[config.mk]
export PLATFORM = sky130hd
export DESIGN_NAME = asm_loop_ctrl
export DESIGN_NICKNAME = d
export VERILOG_FILES = /design/src/rtl/asm_loop_ctrl.sv
export SDC_FILE = /design/constraint.sdc
export NUM_CORES = 1
export LEC_CHECK = 0
export CAP_MARGIN = 20
export CORE_UTILIZATION = 34
export DETAILED_ROUTE_END_ITERATION = 7
export GPL_ROUTABILITY_DRIVEN = 1
export GPL_TIMING_DRIVEN = 0
export HOLD_SLACK_MARGIN = 0.08
export PLACE_DENSITY = 0.84
export SLEW_MARGIN = 40
export SYNTH_ARGS = -nofsm -noshare
export SYNTH_HDL_FRONTEND = slang
export SYNTH_SLANG_ARGS = --single-unit
export TNS_END_PERCENT = 100
[constraint.sdc]
create_clock -name clk -period 1.2 [get_ports clk]
set_input_delay 0.12 -clock clk [delete_from_list [all_inputs] [get_ports clk]]
set_output_delay 0.12 -clock clk [all_outputs]
set_load 0.01 [all_outputs]
[src/rtl/asm_loop_ctrl.sv]
// ASM-chart sequencer with a loadable loop down-counter and a registered exit code.
// Optional abort input when ASM_LOOP_ABORT_EN is defined.
//
//  state | meaning
//  S0    | idle, wait for x (load) or y (skip)
//  S1    | load loop count from len
//  S2    | decide: F -> fast exit, else check
//  S3    | fast exit, exit_code 01
//  S4    | check: E -> early exit, else loop
//  S5    | early exit, exit_code 10
//  S6    | loop, count down to zero
//  S7    | loop done, exit_code 11
module asm_loop_ctrl #(
    parameter int CNT_W = 4
) (
    input  logic             clk,
    input  logic             rst_b,
    input  logic             x,
    input  logic             y,
    input  logic [CNT_W-1:0] len,
    input  logic             F,
    input  logic             E,
`ifdef ASM_LOOP_ABORT_EN
    input  logic             abort,
`endif
    output logic [2:0]       state,
    output logic [7:0]       dec_out,
    output logic [CNT_W-1:0] cnt,
    output logic             busy,
    output logic             done,
    output logic [1:0]       exit_code
);

    localparam logic [2:0] S0 = 3'd0;
    localparam logic [2:0] S1 = 3'd1;
    localparam logic [2:0] S2 = 3'd2;
    localparam logic [2:0] S3 = 3'd3;
    localparam logic [2:0] S4 = 3'd4;
    localparam logic [2:0] S5 = 3'd5;
    localparam logic [2:0] S6 = 3'd6;
    localparam logic [2:0] S7 = 3'd7;

    logic [2:0]       state_nxt;
    logic [CNT_W-1:0] cnt_nxt;
    logic [1:0]       exit_nxt;

    always_ff @(posedge clk or negedge rst_b) begin
        if (!rst_b) begin
            state     <= S0;
            cnt       <= '0;
            exit_code <= 2'b00;
        end else begin
            state     <= state_nxt;
            cnt       <= cnt_nxt;
            exit_code <= exit_nxt;
        end
    end

    always_comb begin
        state_nxt = state;
        cnt_nxt   = cnt;
        exit_nxt  = exit_code;
        case (state)
            S0: begin
                if (x) begin
                    state_nxt = S1;
                end else if (y) begin
                    state_nxt = S2;
                    cnt_nxt   = '0;
                end
            end
            S1: begin
                cnt_nxt   = len;
                state_nxt = S2;
            end
            S2: state_nxt = F ? S3 : S4;
            S3: begin
                state_nxt = S0;
                exit_nxt  = 2'b01;
            end
            S4: state_nxt = E ? S5 : S6;
            S5: begin
                state_nxt = S0;
                exit_nxt  = 2'b10;
            end
            S6: begin
                // Decrement only while nonzero so a full-scale len never wraps.
                if (cnt != '0) begin
                    cnt_nxt = cnt - CNT_W'(1);
                end else begin
                    state_nxt = S7;
                end
            end
            S7: begin
                state_nxt = S0;
                exit_nxt  = 2'b11;
            end
            default: state_nxt = S0;
        endcase
`ifdef ASM_LOOP_ABORT_EN
        if (abort && (state != S0)) begin
            state_nxt = S0;
            cnt_nxt   = '0;
            exit_nxt  = 2'b00;
        end
`endif
    end

    always_comb begin
        dec_out = 8'(1) << state;
        busy    = (state != S0);
        done    = (state == S3) || (state == S5) || (state == S7);
    end

endmodule

; After elaboration in Yosys (flattened, before gate mapping)
; Index checks and enable logic that the tools add are counted.
[op_classes]
n_reduce_logical = 10
muxes = 11
n_addsub = 1
n_eq_ne = 12
shifts = 1
[ops]
columns = op, count
row1 = case mux 3 bit (6 select lines), 1
row2 = "equality test 3 bit, second input constant", 4
row3 = two-way mux 3 bit, 4
row4 = two-way mux 4 bit, 3
row5 = case mux 4 bit (3 select lines), 1
row6 = nonzero test 3 bit, 3
row7 = "inequality test 2 bit, second input constant", 4
row8 = "left shift 1 x 3 -> 8 bit, first input constant", 1
row9 = "equality test 3 x 2 -> 1 bit, second input constant", 2
row10 = case mux 2 bit (3 select lines), 1
row11 = AND reduction 4 bit, 1
row12 = nonzero test 4 bit, 1
row13 = "subtractor 4 x 1 -> 4 bit, second input constant", 1
row14 = "equality test 3 x 1 -> 1 bit, second input constant", 1
row15 = zero test 3 bit, 1
row16 = "inequality test 3 bit, second input constant", 1
row17 = OR reduction 3 bit, 1
row18 = logical OR 1 bit, 2
row19 = two-way mux 2 bit, 1
row20 = AND reduction 2 bit, 1
[word_totals]
input_bits = 10
out_inout_bits = 19
ff_bits = 9

; Depth between registers and ports, before layout
[depth]
word_depth = 3
mapped_depth = 5

; Worst setup path after synthesis
; Ideal clock, no wire load.
[synth_timing]
path_type = reg2reg
start = register cnt[0]
end = register cnt[2]
period_less_slack_ns = 1.381
stages_incl_launch_ff = 6
t_arrival_ns = 1.260
setup_time_ns = 0.122
path_slack_ns = -0.181
n_path_buf = 0
required_time_ns = 1.078
cell_sequence = dfrtp_1 inv_1 ha_1 nor3b_1 o21ai_2 a32o_1
[synth_via]
elab_chain_len = 3
elab_cells_between_ends = 6
cone_classes = 1 x add/sub / 1 x eq/ne / 2 x mux / 2 x reduce/logical
[synth_rtl]
columns = item, line
row1 = start: declaration, 28  ; output logic [CNT_W-1:0] cnt,
row2 = start signal: assignment, 54  ; cnt <= cnt_nxt;
row3 = subtractor 4 x 1 -> 4 bit / nonzero test 4 bit (equally long branches), "89, 88"
row4 = two-way mux 4 bit / inequality test 2 bit (equally long branches), --
row5 = case mux 4 bit (3 select lines) / AND reduction 4 bit (equally long branches), --
; Parallel ways exist; a longest one is shown, timed or not. The select of a mux whose other input is x is not followed.
; A chain may end at the register's enable or synchronous reset.

; Worst setup path in the final report
[layout_timing]
start = register state[0]
end = register cnt[1]
[layout_via]
elab_chain_len = 3
elab_cells_between_ends = 9
cone_classes = 5 x eq/ne / 1 x mux / 3 x reduce/logical
[layout_rtl]
columns = item, line
row1 = start: declaration, 26  ; output logic [2:0] state,
row2 = start signal: assignment, 53  ; state <= state_nxt;
row3 = "equality test 3 bit, or another cell as far along", 63  ; case (state)
row4 = inequality test 2 bit (no source line) / nonzero test 3 bit (equally long branches), --
row5 = AND reduction 4 bit (no source line), --
; Parallel ways exist; a longest one is shown, timed or not.

==> metrics list <==
- The flow ran to the end, but the final reports show violations.
- The final reports fail on setup timing.
- Total of flip-flops plus latches after synthesis: 9
- The final layout contains 131 nets.
* Leakage power of the design: 0.579 nW
* Post-CTS clock slew at the launch and capture registers of the worst setup and hold paths: 0.06 ns
* Number of violations reported at the end of detailed-routing iteration 0: 11
- The congestion estimate from routability-driven global placement came to 0.734.
- The synthesized netlist devotes 32.0% of its cell area to simple gates.
- Data arrives at the worst endpoint at 1.66 ns.
* Kind of path behind the tightest hold check: input pin to asynchronous set/reset pin
* Final Hold Violating Endpoints: 0
* Largest net degree at the start of global routing: 11
- The average instance in the mapped netlist occupies 8.88 um^2.
- Number of setup violations in the final report: 15
- Area share of fa/ha/maj cells after synthesis: 4.47%
- Critical Path Source Type: flop
- The mapped netlist covers 559 um^2.
- Required time of the critical path: 1.36 ns
- Proportion of synthesized area in mux cells: 3.58%
* Share of the synthesized netlist area taken by xor and xnor gates: 0%
- The sequential cells in the finished layout cover a total of 229 um^2.
- TritonCTS built the clock tree.
- The setup path with the least slack is of type flop to flop.
- For this run, the leading register cell type out of synthesis is sky130_fd_sc_hd__dfrtp_1.
* Worst Max-Slew Pin Slew: 0.394 ns
- Synthesis produced a netlist with a net count of 75.
- Fill cells: 107
* Placeable core region: 0.00152 mm^2
- The die is 42.6 um tall.
- Count of flip-flops with a built-in enable after synthesis: 0
- CTS Buf Count: 3
* Main area contributors after synthesis: sky130_fd_sc_hd__dfrtp_1, sky130_fd_sc_hd__nand2_1, sky130_fd_sc_hd__nor2_1
* Number of remaining DRC errors: 0
* Horizontal die dimension: 42.6 um
* Number of buffers inserted by hold repair at cts: 0
- The via count of the first global-routing pass was 724.
- Pre-CTS worst setup slack: -0.514 ns
- PnR worst setup slack: -0.303 ns
* Cell variety after synth: 27
- Placed wire-length estimate after detailed placement: 1110 um
* Worst slew margin relative to its limit: 73.6%
* Core Rows: 14
* Maximum achievable frequency: 666 MHz
- The tree built by TritonCTS fans out to 9 sinks.
- Total via count in the routed design: 708
- The worst-case IR drop observed on VDD is 1.62 mV.
* Post-detailed-routing wire length: 2180 um
* RSZ-0062 raised after global routing: yes
* Area share of the largest cell type after synthesis: 40.3%
* Post-synthesis cell count: 63
* Deepest level of the CTS H-tree: 1
* GRT Residual Overflow: 0
- Count of final max-slew check failures: 0
- Aggregate negative setup slack: -2.70 ns
- The worst register-to-register path has a depth of 5.
* Combined area of the multi-input logic cells: 404 um^2
- From synthesis to final layout, the design area changed by 111%.
- Length of the first detailed-routing pass in iterations: 4
- During synthesis, Yosys emitted a total of 0 warnings.
- Dominant combinational cell family by area after synthesis: simple AND/OR/NAND/NOR gates
- Dividing total power by cell area gives a power density of 2730 mW/mm^2.
- The share of the Yosys chip area taken by registers is 40.3%.
- Initial core utilization: 36.7%
* Io pins: 29
- The tool flagged a number of max-cap violations equal to 0.
- Synth async-reset ratio: 100%
- WL/cell: 16.3 um
- Number of antenna diodes: 0
* Tot GR Track Use: 23.7%
* Fin crit share: 125%
- Clock period minus final worst setup slack: 1.50 ns
- Of the cells placed in the final design, the portion with a size suffix greater than 1 is 54.2%.
- Yosys top cell by area: sky130_fd_sc_hd__dfrtp_1
- First-pass GRT wire length: 3250 um
- Clock latency on the worst-skew pair, taken at its later pin, is 0.25 ns.
- Max Clock Skew: 0.00208 ns
- The floorplan step defined a die boundary enclosing 0.00181 mm^2.
- Buffers placed on the I/O ports in this run total 28.
- Worst setup EP type: flop
- After detailed routing, the number of vias per cell comes to 5.28.
* Post-synthesis compound-gate area fraction: 14.8%
- Clk root buf: sky130_fd_sc_hd__clkbuf_4
* Post-route ant nets: 0
- Along the worst path, the maximum fanout reaches 4.
* Max Buffers Root-to-Sink: 2
- Initial antenna violation count: 0
- By count the netlist is led by sky130_fd_sc_hd__dfrtp_1, sky130_fd_sc_hd__nand2_1, sky130_fd_sc_hd__nor2_1.
[cells by family after synthesis]
logic type,after synthesis
and+or+nand+nor,31
AOI/OAI and AO/OA,12
DFF,9
buffers and inverters,7
muxes,2
adders and majority gates,2
[critical path, cell delays in order (launching register included)]
cell and delay [ns]:
sky130_fd_sc_hd__dfrtp_2 0.43, sky130_fd_sc_hd__buf_6 0.12, sky130_fd_sc_hd__nand3b_1 0.21, sky130_fd_sc_hd__buf_6 0.17, sky130_fd_sc_hd__o21ai_4 0.21, sky130_fd_sc_hd__mux2i_2 0.28
[sequential cells by signal, summed over array words and instances (netlist names)]
| signal | cells |
|---|---|
| state | 3 |
| cnt | 4 |
| exit_code | 2 |
[layout make-up]
type / instances / area share [%]
Multi-Input combinational cell: 47 / 34.2
Timing Repair Buffer: 52 / 39.0
Tap cell: 16 / 1.69
Buffer: 2 / 2.22
Sequential cell: 9 / 19.4
Inverter: 4 / 1.27
Clock buffer: 4 / 2.22
[repair_timing]
item / CTS / global route
pin swaps: 11 / 12
endpoints found under the setup margin: 25 / 18
gates resized for setup: 78 / 21
setup buffers: 18 / 8
[routing by layer]
metal	up-vias	routed length, um	global-route usage, %	part of all wire [%]
met1	345	916	31.3	42
met5	-	0	0	0
met2	29	1130	37.8	52
li1	332	-	-	-
met4	0	21	11.3	0.96
met3	2	116	3.45	5.3
[path summary, 6_finish.rpt]
kind                                          start                       end  slack (ns)
setup reg to reg               state[0]$_DFFE_PN0P_        cnt[1]$_DFFE_PN0P_       -0.30
hold reg to reg            exit_code[0]$_DFFE_PN0P_  exit_code[0]$_DFFE_PN0P_        0.50
hold / removal                                rst_b  exit_code[1]$_DFFE_PN0P_        0.16
setup / recovery               state[0]$_DFFE_PN0P_        cnt[1]$_DFFE_PN0P_       -0.30
min in group clk           exit_code[0]$_DFFE_PN0P_  exit_code[0]$_DFFE_PN0P_        0.50
max in group asynchronous                     rst_b      state[0]$_DFFE_PN0P_        0.74
[power breakdown]
group          switching, mW  internal (mW)
Clock                  0.101          0.128
Sequential             0.113          0.444
Combinational           1.13           1.32
[layout by cell type, fill, tap and decap left out, types with 2 or more instances in the layout]
cell                              count
sky130_fd_sc_hd__buf_2                7
sky130_fd_sc_hd__buf_4               14
sky130_fd_sc_hd__buf_6               15
sky130_fd_sc_hd__clkbuf_4             3
sky130_fd_sc_hd__clkdlybuf4s15_1      3
sky130_fd_sc_hd__clkdlybuf4s50_1      9
sky130_fd_sc_hd__dfrtp_1              6
sky130_fd_sc_hd__dfrtp_2              3
sky130_fd_sc_hd__dlygate4sd2_1        5
sky130_fd_sc_hd__inv_2                4
sky130_fd_sc_hd__nand2_1              7
sky130_fd_sc_hd__nor2_1               6
sky130_fd_sc_hd__nor2b_1              3
sky130_fd_sc_hd__nor3b_2              2
sky130_fd_sc_hd__nor3b_4              2
sky130_fd_sc_hd__o21ai_1              4
[stage by stage]
stage	utilization, %	instances	power [mW]	hold slack (ns)	instance area, um^2
3_3_place_gp	57.4	107	2.05	0.421	875
2_1_floorplan	-	63	1.40	-0.176	574
4_1_cts	71.4	129	2.81	0.156	1090
3_5_place_dp	57.4	107	2.10	0.434	875
6_report	77.6	134	3.23	0.156	1180
5_1_grt	77.6	134	3.43	0.198	1180
No activity file was read; power rests on OpenSTA's default activity.
